<file path="src/rtl/efuse_shadow_load.sv">
// ---------------------------------------------------------------------------
// efuse_shadow_load
//   Requests an efuse load after power-up release and captures the image that
//   the efuse controller reports. The image is validated with an XOR checksum:
//   the XOR of bytes 0..N-2 must equal byte N-1. Failed attempts are retried.
//   The result is published as a shadow trim vector. DEFAULT_TRIM is
//   substituted when the image is blank or when every attempt fails.
//
// Optional feature (macro EFUSE_SHADOW_LOCK_EN):
//   Adds o_efuse_locked, which is the MSB of shadow byte 0 for a valid,
//   non-blank and non-failed load. While it is set, i_reload_p is ignored.
//
// Ports:
//   i_clk, i_rst          clock, asynchronous active-high reset
//   i_start               level, power-up release (sampled in IDLE)
//   i_reload_p            single-cycle software reload (honoured in DONE/FAIL)
//   o_efuse_load_req      single-cycle load request to the efuse controller
//   i_efuse_load_done     controller finished the load
//   i_efuse_reg_update    i_efuse_reg_data valid this cycle
//   i_efuse_reg_data      image from the controller
//   o_trim_data           shadow image
//   o_trim_vld            shadow image is final
//   o_load_busy           load sequence in progress
//   o_load_fail           all attempts failed, defaults applied
//   o_chk_err / o_tmo_err error kind of the last failed attempt
//   o_blank               image was all-zero, defaults applied
//   o_retry_cnt           retries used (saturating)
// ---------------------------------------------------------------------------
module efuse_shadow_load #(
    parameter int unsigned EFUSE_DATA_NUM = 8,
    parameter int unsigned EFUSE_DW       = 8,
    parameter int unsigned TMO_CYC_NUM    = 4096,
    parameter int unsigned RETRY_NUM      = 3,
    parameter logic [EFUSE_DATA_NUM*EFUSE_DW-1:0] DEFAULT_TRIM = {(EFUSE_DATA_NUM*EFUSE_DW){1'b0}}
) (
    input  logic                               i_clk,
    input  logic                               i_rst,
    input  logic                               i_start,
    input  logic                               i_reload_p,
    output logic                               o_efuse_load_req,
    input  logic                               i_efuse_load_done,
    input  logic                               i_efuse_reg_update,
    input  logic [EFUSE_DATA_NUM*EFUSE_DW-1:0] i_efuse_reg_data,
    output logic [EFUSE_DATA_NUM*EFUSE_DW-1:0] o_trim_data,
    output logic                               o_trim_vld,
    output logic                               o_load_busy,
    output logic                               o_load_fail,
    output logic                               o_chk_err,
    output logic                               o_tmo_err,
    output logic                               o_blank,
    output logic [1:0]                         o_retry_cnt
`ifdef EFUSE_SHADOW_LOCK_EN
    ,
    output logic                               o_efuse_locked
`endif
);

    localparam int unsigned IMG_W = EFUSE_DATA_NUM * EFUSE_DW;
    localparam int unsigned TMO_W = (TMO_CYC_NUM > 2) ? $clog2(TMO_CYC_NUM) : 1;
    localparam int unsigned RTY_W = ($clog2(RETRY_NUM + 1) > 2) ? $clog2(RETRY_NUM + 1) : 2;
    localparam logic [TMO_W-1:0] TMO_LAST = TMO_W'(TMO_CYC_NUM - 1);
    localparam logic [RTY_W-1:0] RTY_MAX  = RTY_W'(RETRY_NUM);

    typedef enum logic [2:0] {
        S_IDLE  = 3'd0,
        S_REQ   = 3'd1,
        S_WAIT  = 3'd2,
        S_CHECK = 3'd3,
        S_DONE  = 3'd4,
        S_FAIL  = 3'd5
    } state_t;

    // XOR of every data byte must equal the final checksum byte.
    function automatic logic csum_ok(input logic [IMG_W-1:0] img);
        logic [EFUSE_DW-1:0] acc;
        acc = {EFUSE_DW{1'b0}};
        for (int unsigned i = 0; i < EFUSE_DATA_NUM - 1; i++) begin
            acc = acc ^ img[i*EFUSE_DW +: EFUSE_DW];
        end
        return acc == img[(EFUSE_DATA_NUM-1)*EFUSE_DW +: EFUSE_DW];
    endfunction

    state_t             state_r, state_nxt_s;
    logic [IMG_W-1:0]   cap_r;
    logic               got_data_r;
    logic [TMO_W-1:0]   tmo_cnt_r;
    logic [RTY_W-1:0]   retry_r, retry_d_s;
    logic               load_start_s, ok_s, blank_s, err_s, err_chk_s, exhaust_s;
    logic               locked_s;
    logic [IMG_W-1:0]   trim_d_s;
    logic               vld_d_s, busy_d_s, req_d_s, fail_d_s, chk_d_s, tmo_d_s, blank_d_s;
    logic [1:0]         retry_disp_d_s;

`ifdef EFUSE_SHADOW_LOCK_EN
    logic               locked_d_s;
    assign locked_s = o_efuse_locked;
`else
    assign locked_s = 1'b0;
`endif

    // State register.
    always_ff @(posedge i_clk or posedge i_rst) begin
        if (i_rst) begin
            state_r <= S_IDLE;
        end else begin
            state_r <= state_nxt_s;
        end
    end

    // Next-state logic and per-cycle load events.
    always_comb begin
        state_nxt_s  = state_r;
        load_start_s = 1'b0;
        ok_s         = 1'b0;
        blank_s      = 1'b0;
        err_s        = 1'b0;
        err_chk_s    = 1'b0;
        case (state_r)
            S_IDLE: begin
                if (i_start) begin
                    state_nxt_s  = S_REQ;
                    load_start_s = 1'b1;
                end else begin
                    state_nxt_s = S_IDLE;
                end
            end
            S_REQ: begin
                state_nxt_s = S_WAIT;
            end
            S_WAIT: begin
                // done wins over a timeout landing in the same cycle
                if (i_efuse_load_done) begin
                    state_nxt_s = S_CHECK;
                end else if (tmo_cnt_r == TMO_LAST) begin
                    err_s = 1'b1;
                end else begin
                    state_nxt_s = S_WAIT;
                end
            end
            S_CHECK: begin
                if (!got_data_r) begin
                    err_s = 1'b1;
                end else if (cap_r == {IMG_W{1'b0}}) begin
                    ok_s    = 1'b1;
                    blank_s = 1'b1;
                end else if (csum_ok(cap_r)) begin
                    ok_s = 1'b1;
                end else begin
                    err_s     = 1'b1;
                    err_chk_s = 1'b1;
                end
            end
            S_DONE, S_FAIL: begin
                if (i_reload_p && !locked_s) begin
                    state_nxt_s  = S_REQ;
                    load_start_s = 1'b1;
                end else begin
                    state_nxt_s = state_r;
                end
            end
            default: begin
                state_nxt_s = S_IDLE;
            end
        endcase
        exhaust_s = err_s && (retry_r >= RTY_MAX);
        if (ok_s) begin
            state_nxt_s = S_DONE;
        end else if (err_s) begin
            state_nxt_s = exhaust_s ? S_FAIL : S_REQ;
        end else begin
            state_nxt_s = state_nxt_s;
        end
    end

    // Next values of the published outputs and the retry counter.
    always_comb begin
        trim_d_s  = o_trim_data;
        fail_d_s  = o_load_fail;
        chk_d_s   = o_chk_err;
        tmo_d_s   = o_tmo_err;
        blank_d_s = o_blank;
        retry_d_s = retry_r;
        if (load_start_s) begin
            fail_d_s  = 1'b0;
            chk_d_s   = 1'b0;
            tmo_d_s   = 1'b0;
            blank_d_s = 1'b0;
            retry_d_s = {RTY_W{1'b0}};
        end else if (ok_s) begin
            trim_d_s  = blank_s ? DEFAULT_TRIM : cap_r;
            blank_d_s = blank_s;
            chk_d_s   = 1'b0;
            tmo_d_s   = 1'b0;
        end else if (err_s) begin
            chk_d_s = err_chk_s;
            tmo_d_s = !err_chk_s;
            if (exhaust_s) begin
                trim_d_s = DEFAULT_TRIM;
                fail_d_s = 1'b1;
            end else begin
                retry_d_s = retry_r + RTY_W'(1);
            end
        end else begin
            trim_d_s = o_trim_data;
        end
        retry_disp_d_s = (retry_d_s > RTY_W'(3)) ? 2'd3 : retry_d_s[1:0];
        req_d_s  = (state_nxt_s == S_REQ);
        busy_d_s = (state_nxt_s == S_REQ) || (state_nxt_s == S_WAIT) || (state_nxt_s == S_CHECK);
        vld_d_s  = (state_nxt_s == S_DONE) || (state_nxt_s == S_FAIL);
`ifdef EFUSE_SHADOW_LOCK_EN
        locked_d_s = vld_d_s && !blank_d_s && !fail_d_s && trim_d_s[EFUSE_DW-1];
`endif
    end

    // Capture buffer and per-attempt timeout counter.
    always_ff @(posedge i_clk or posedge i_rst) begin
        if (i_rst) begin
            cap_r      <= {IMG_W{1'b0}};
            got_data_r <= 1'b0;
            tmo_cnt_r  <= {TMO_W{1'b0}};
        end else begin
            case (state_r)
                S_REQ: begin
                    got_data_r <= 1'b0;
                    tmo_cnt_r  <= {TMO_W{1'b0}};
                end
                S_WAIT: begin
                    tmo_cnt_r <= tmo_cnt_r + TMO_W'(1);
                    if (i_efuse_reg_update) begin
                        cap_r      <= i_efuse_reg_data;
                        got_data_r <= 1'b1;
                    end else begin
                        got_data_r <= got_data_r;
                    end
                end
                default: begin
                    tmo_cnt_r <= tmo_cnt_r;
                end
            endcase
        end
    end

    // Output registers.
    always_ff @(posedge i_clk or posedge i_rst) begin
        if (i_rst) begin
            o_trim_data      <= DEFAULT_TRIM;
            o_trim_vld       <= 1'b0;
            o_load_busy      <= 1'b0;
            o_efuse_load_req <= 1'b0;
            o_load_fail      <= 1'b0;
            o_chk_err        <= 1'b0;
            o_tmo_err        <= 1'b0;
            o_blank          <= 1'b0;
            o_retry_cnt      <= 2'd0;
            retry_r          <= {RTY_W{1'b0}};
`ifdef EFUSE_SHADOW_LOCK_EN
            o_efuse_locked   <= 1'b0;
`endif
        end else begin
            o_trim_data      <= trim_d_s;
            o_trim_vld       <= vld_d_s;
            o_load_busy      <= busy_d_s;
            o_efuse_load_req <= req_d_s;
            o_load_fail      <= fail_d_s;
            o_chk_err        <= chk_d_s;
            o_tmo_err        <= tmo_d_s;
            o_blank          <= blank_d_s;
            o_retry_cnt      <= retry_disp_d_s;
            retry_r          <= retry_d_s;
`ifdef EFUSE_SHADOW_LOCK_EN
            o_efuse_locked   <= locked_d_s;
`endif
        end
    end

endmodule

</file>
<file path="config.mk">
export PLATFORM = sky130hd
export DESIGN_NAME = efuse_shadow_load
export DESIGN_NICKNAME = d
export VERILOG_FILES = /design/src/rtl/efuse_shadow_load.sv
export SDC_FILE = /design/constraint.sdc
export NUM_CORES = 1
export LEC_CHECK = 0
export ABC_AREA = 1
export CAP_MARGIN = 10
export CORE_ASPECT_RATIO = 1.2
export CORE_MARGIN = 8
export CORE_UTILIZATION = 25
export CTS_CLUSTER_DIAMETER = 50
export DETAILED_ROUTE_END_ITERATION = 16
export PLACE_DENSITY = 0.57
export SETUP_SLACK_MARGIN = 0.02
export SYNTH_ARGS = -nofsm -noshare
export SYNTH_HDL_FRONTEND = slang
export SYNTH_SLANG_ARGS = --single-unit
</file>
<file path="constraint.sdc">
create_clock -name i_clk -period 6.9 [get_ports i_clk]
set_input_delay 1.38 -clock i_clk [delete_from_list [all_inputs] [get_ports i_clk]]
set_output_delay 1.38 -clock i_clk [all_outputs]
set_load 0.01 [all_outputs]
</file>
## Word-level counts from Yosys, hierarchy flattened

Cells that the tools add are included.

| word-level totals | value |
|---|---|
| flip-flop bits (word level) | 155 |
| input port bits | 70 |
| output and inout bits | 73 |
| logic and storage cells | 108 |

| cells by class | value |
|---|---|
| add/subtract/negate cells | 2 |
| $lt $le $gt $ge | 2 |
| eq/ne operators | 14 |
| muxes and demuxes | 50 |
| bitwise logic cells | 7 |
| reductions and logical operators | 19 |

Operator list:

| operator | number |
|---|---|
| 2-to-1 mux 64 bit | 4 |
| logical NOT 64 bit | 1 |
| bitwise XOR 8 bit | 6 |
| 2-to-1 mux 1 bit | 30 |
| case mux 12 bit (2 select lines) | 1 |
| 2-to-1 mux 3 bit | 6 |
| case mux 3 bit (5 select lines) | 1 |
| adder 12 x 1 -> 12 bit, second input constant | 1 |
| == test 12 bit, second input constant | 1 |
| == test 3 x 2 -> 1 bit, second input constant | 4 |
| == test 3 bit, second input constant | 4 |
| nonzero test 2 bit | 6 |
| 2-to-1 mux 2 bit | 5 |
| == test 8 bit | 1 |
| == test 3 x 1 -> 1 bit, second input constant | 2 |
| case mux 1 bit (2 select lines) | 3 |
| AND reduction 3 bit | 2 |
| inequality test 2 bit, second input constant | 2 |
| AND reduction 2 bit | 2 |
| logical NOT 3 bit | 1 |
| logical OR 1 bit | 3 |
| nonzero test 3 bit | 1 |
| adder 2 x 1 -> 2 bit, second input constant | 1 |
| greater-or-equal comparator 2 bit, second input constant | 1 |
| 5 further kinds | 5 |

## Depth between registers and ports, before layout

| depth | value |
|---|---|
| depth in word-level cells | 18 |
| gate-level depth with buffers | 20 |

## Worst setup path after synthesis

OpenSTA, ideal clock, no wires.

| timing | value |
|---|---|
| kind | input to register |
| start point | input i_efuse_reg_update |
| end point | register cap_r[0] |
| setup time | 0.125 ns |
| arrival time | 2.250 ns |
| data required time | 6.775 ns |
| slack | 4.525 ns |
| stages | 3 |
| path buffers | 1 |
| path through | nand2_1 clkbuf_1 mux2_2 |

| on the way | value |
|---|---|
| cells in the longest elaborated chain, start to end | 1 |

RTL lines:

| what | line | source |
|---|---|---|
| start, declared | 42 | `input logic i_efuse_reg_update,` |
| AND reduction 2 bit (no line) | -- |  |
| end signal, assigned | 218 | `cap_r <= {IMG_W{1'b0}};` |
| end signal, assigned | 230 | `cap_r <= i_efuse_reg_data;` |
| end, declared | 84 | `logic [IMG_W-1:0] cap_r;` |

No other way between the ends.
A chain may end at the register's enable or synchronous reset.

## Worst setup path after layout

| timing | value |
|---|---|
| start point | input i_efuse_reg_update |
| end point | register cap_r[21] |

The elaborated chain is that of the path after synthesis.

==> impl_metrics.json <==
{
  "final_core_util_pct": 33.4,
  "skew_ns": 0.00995,
  "dr.pass1.iters": 8,
  "clk_path_buf_depth": 2,
  "numClockSinks": 153,
  "setup_viol": 0,
  "p_leak_nw": 4.66,
  "drive_gt1_share_pct": 10.0,
  "drv_cap": 0,
  "wirelength_um": 22500,
  "cp_top_family": "buffers and inverters",
  "max-slew-margin-rel_pct": 30.1,
  "crit_type": "input pin to flip-flop",
  "grt_pass1_vias": 6140,
  "whs_ns": 0.486,
  "cp_max_fo": 62,
  "yosys_warnings": 0,
  "cts_resized": 0,
  "crit_chain": "clkdlybuf4s50_1, nand2_4, buf_4, mux2_2",
  "place_congestion": 0.795,
  "ant_nets": 0,
  "period_share_pct": 43.5,
  "hold_violations": 0,
  "coreArea_um2": 28700,
  "hold_path.class": "flip-flop to flip-flop",
  "die_y_um": 203,
  "start_util_pct": 25.3,
  "die_w_um": 172,
  "setup_tns_ns": 0,
  "drc": 0,
  "synthArstFlopShare_pct": 100,
  "htree_levels": 4,
  "num_rows": 68,
  "max_freq_ghz": 0.333,
  "ios": 143,
  "cts_setup_buffers": 0,
  "syn_nets": 898,
  "num_antenna_cells": 0,
  "vias": 5889,
  "rsz0062_at_grt": "false",
  "synth_ff_type": "dfrtp_1",
  "cp-start-kind": "input pin",
  "ir_drop_mv": 0.172,
  "numCtsBuffers": 17,
  "cts_hold_buffers": 0,
  "synth_cell_types": 33,
  "grt_pass1_wl_um": 35000,
  "cts_tree": "built",
  "maxSlewViolCount": 0,
  "fin_nets": 1029,
  "area.growth.synth_to_final_pct": 31.9,
  "synth_edf_count": 0,
  "cpMaxStageDelayCell": "nand2_4",
  "synth_cells": 826,
  "cp-end-kind": "flip-flop",
  "overflow": 0,
  "cp.arrival_ns": 3.32,
  "antenna_found_initial": 0,
  "finalCriticalPeriod_ns": 3.00,
  "grt_max_degree": 106,
  "synth-seq-area-share_pct": 52.7,
  "grt_use_total_pct": 13.3,
  "placed_cell_area_um2": 8980,
  "die_area_um2": 34800,
  "cts.clk_slew.worst_paths_ns": 0.06,
  "drt-initial-drc-count": 476,
  "worst_slew_pin_slew_ns": 1.05,
  "final.fill_count": 3035,
  "path_buf_inv": 2,
  "cpPeakStageDelay_ns": 0.54,
  "wire_per_inst_um": 16.6,
  "via_per_inst": 4.35,
  "syn_avg_cell_area_um2": 8.79,
  "root_buffer": "clkbuf_16",
  "power_density_nw_per_um2": 459,
  "postLayoutCellArea_um2": 9590,
  "insertion_delay_ns": 0.43,
  "crit_required_ns": 7.22,
  "ys_ff_latch": 153,
  "portBuffers": 142,
  "status": "completed",
  "syn-cell-area_um2": 7260,
  "dpl.hpwl_um": 16600
}
-- cells in the mapped netlist (3+ instances only) --
library cell    n  area share, %
nor3_1          6           0.41
nand2_1       253             13
nand4_1        12            1.0
buf_12          3           0.83
buf_6           4           0.62
a21oi_1        51            3.5
nand3_1        61            4.2
nand3b_1        5           0.52
clkbuf_1       14           0.72
nand3_2        32            4.4
buf_1           3           0.16
nor2_1         59            3.0
buf_2           7           0.48
mux2_2         22            3.4
nor4_1         12            1.0
xor2_1          8           0.96
o21ai_0         9           0.62
xnor2_1        17            2.0
inv_1          78            4.0
dfrtp_1       153             53
-- worst register-to-register path, stage by stage (launching register included) --
cell	delay, ns
dfrtp_1	0.41
xnor2_1	0.33
nand3_1	0.16
nand2_1	0.09
nand2_1	0.05
nand2_1	0.05
inv_1	0.03
nand2_1	0.08
nor2_1	0.08
nand3_2	0.11
nor2_4	0.04
inv_2	0.57
buf_4	0.58
nand3_2	0.17
nor2_1	0.15
-- cells in the final DEF (no fill, tap or decap), drive strengths merged, types with 3 or more instances in the layout --
cell and n:
a21oi 51, buf 4, bufinv 3, clkbuf 20, clkdlybuf4s50 142, clkinv 3
dfrtp 153, inv 83, mux2 22, nand2 256, nand3 93, nand3b 5
nand4 12, nor2 61, nor3 6, nor4 12, o21ai 9, xnor2 18
xor2 8
-- final timing paths --
path | start | to | slack [ns] | depth (start not counted)
min in group asynchronous | i_rst | o_trim_data[3] | 1.50 | 2
worst max-delay path | i_efuse_reg_update | cap_r[21] | 3.90 | 4
worst max register to register | cap_r[52] | o_load_busy | 3.93 | 14
max in group asynchronous | i_rst | tmo_cnt_r[0] | 4.05 | 3
worst min register to register | tmo_cnt_r[11] | tmo_cnt_r[11] | 0.49 | 1
worst min-delay path | tmo_cnt_r[11] | tmo_cnt_r[11] | 0.49 | 1
-- registers in the layout, indices dropped and copies added (netlist names), 2 cells and up --
register and count:
state_r 3, o_retry_cnt 2, tmo_cnt_r 12, o_trim_data 64, cap_r 64
-- layer usage --
layer | part of all wire, % | GRT usage, % | up-vias
met2 | 50 | 22.9 | 139
met3 | 5.4 | 3.17 | 24
met1 | 43 | 16.2 | 2818
li1 | - | - | 2908
met5 | 0 | 0 | -
met4 | 1.6 | 4.17 | 0
-- report_power, final --
| group | internal [W] | total, W | switching, W |
|---|---|---|---|
| Clock | 0.000584 | 0.000980 | 0.000396 |
| Sequential | 0.00127 | 0.00164 | 0.000367 |
| Combinational | 0.000839 | 0.00178 | 0.000945 |
| Total | 0.00269 | 0.00440 | 0.00171 |
-- final cells by class --
| type | instances | area (um^2) | area share, % |
|---|---|---|---|
| tap | 385 | 482 | 5.03 |
| clock inverter | 12 | 163 | 1.70 |
| multi-input combinational | 560 | 2910 | 30.4 |
| inverter | 79 | 302 | 3.15 |
| clock buffer | 20 | 447 | 4.66 |
| sequential | 153 | 3830 | 39.9 |
| timing repair buffer | 146 | 1450 | 15.1 |
-- through the flow --
| step | worst slack (ns) | power [W] | instances |
|---|---|---|---|
| after floorplan | 1.40 | 0.00268 | 826 |
| after global placement | 3.46 | 0.00343 | 1323 |
| after detailed placement | 3.44 | 0.00347 | 1323 |
| after CTS | 3.86 | 0.00447 | 1355 |
| after global routing | 3.62 | 0.00476 | 1355 |
| final | 3.90 | 0.00440 | 1355 |
-- cells by family after synthesis --
group,synth area share [%]
AO/OA/AOI/OAI,4.34
XOR/XNOR,3.24
adder cells (fa/ha/maj),0.344
buffers and inverters,7.30
flip-flops,52.7
multiplexers,3.69
AND/OR/NAND/NOR,28.4
No activity file was read; power rests on OpenSTA's default activity.
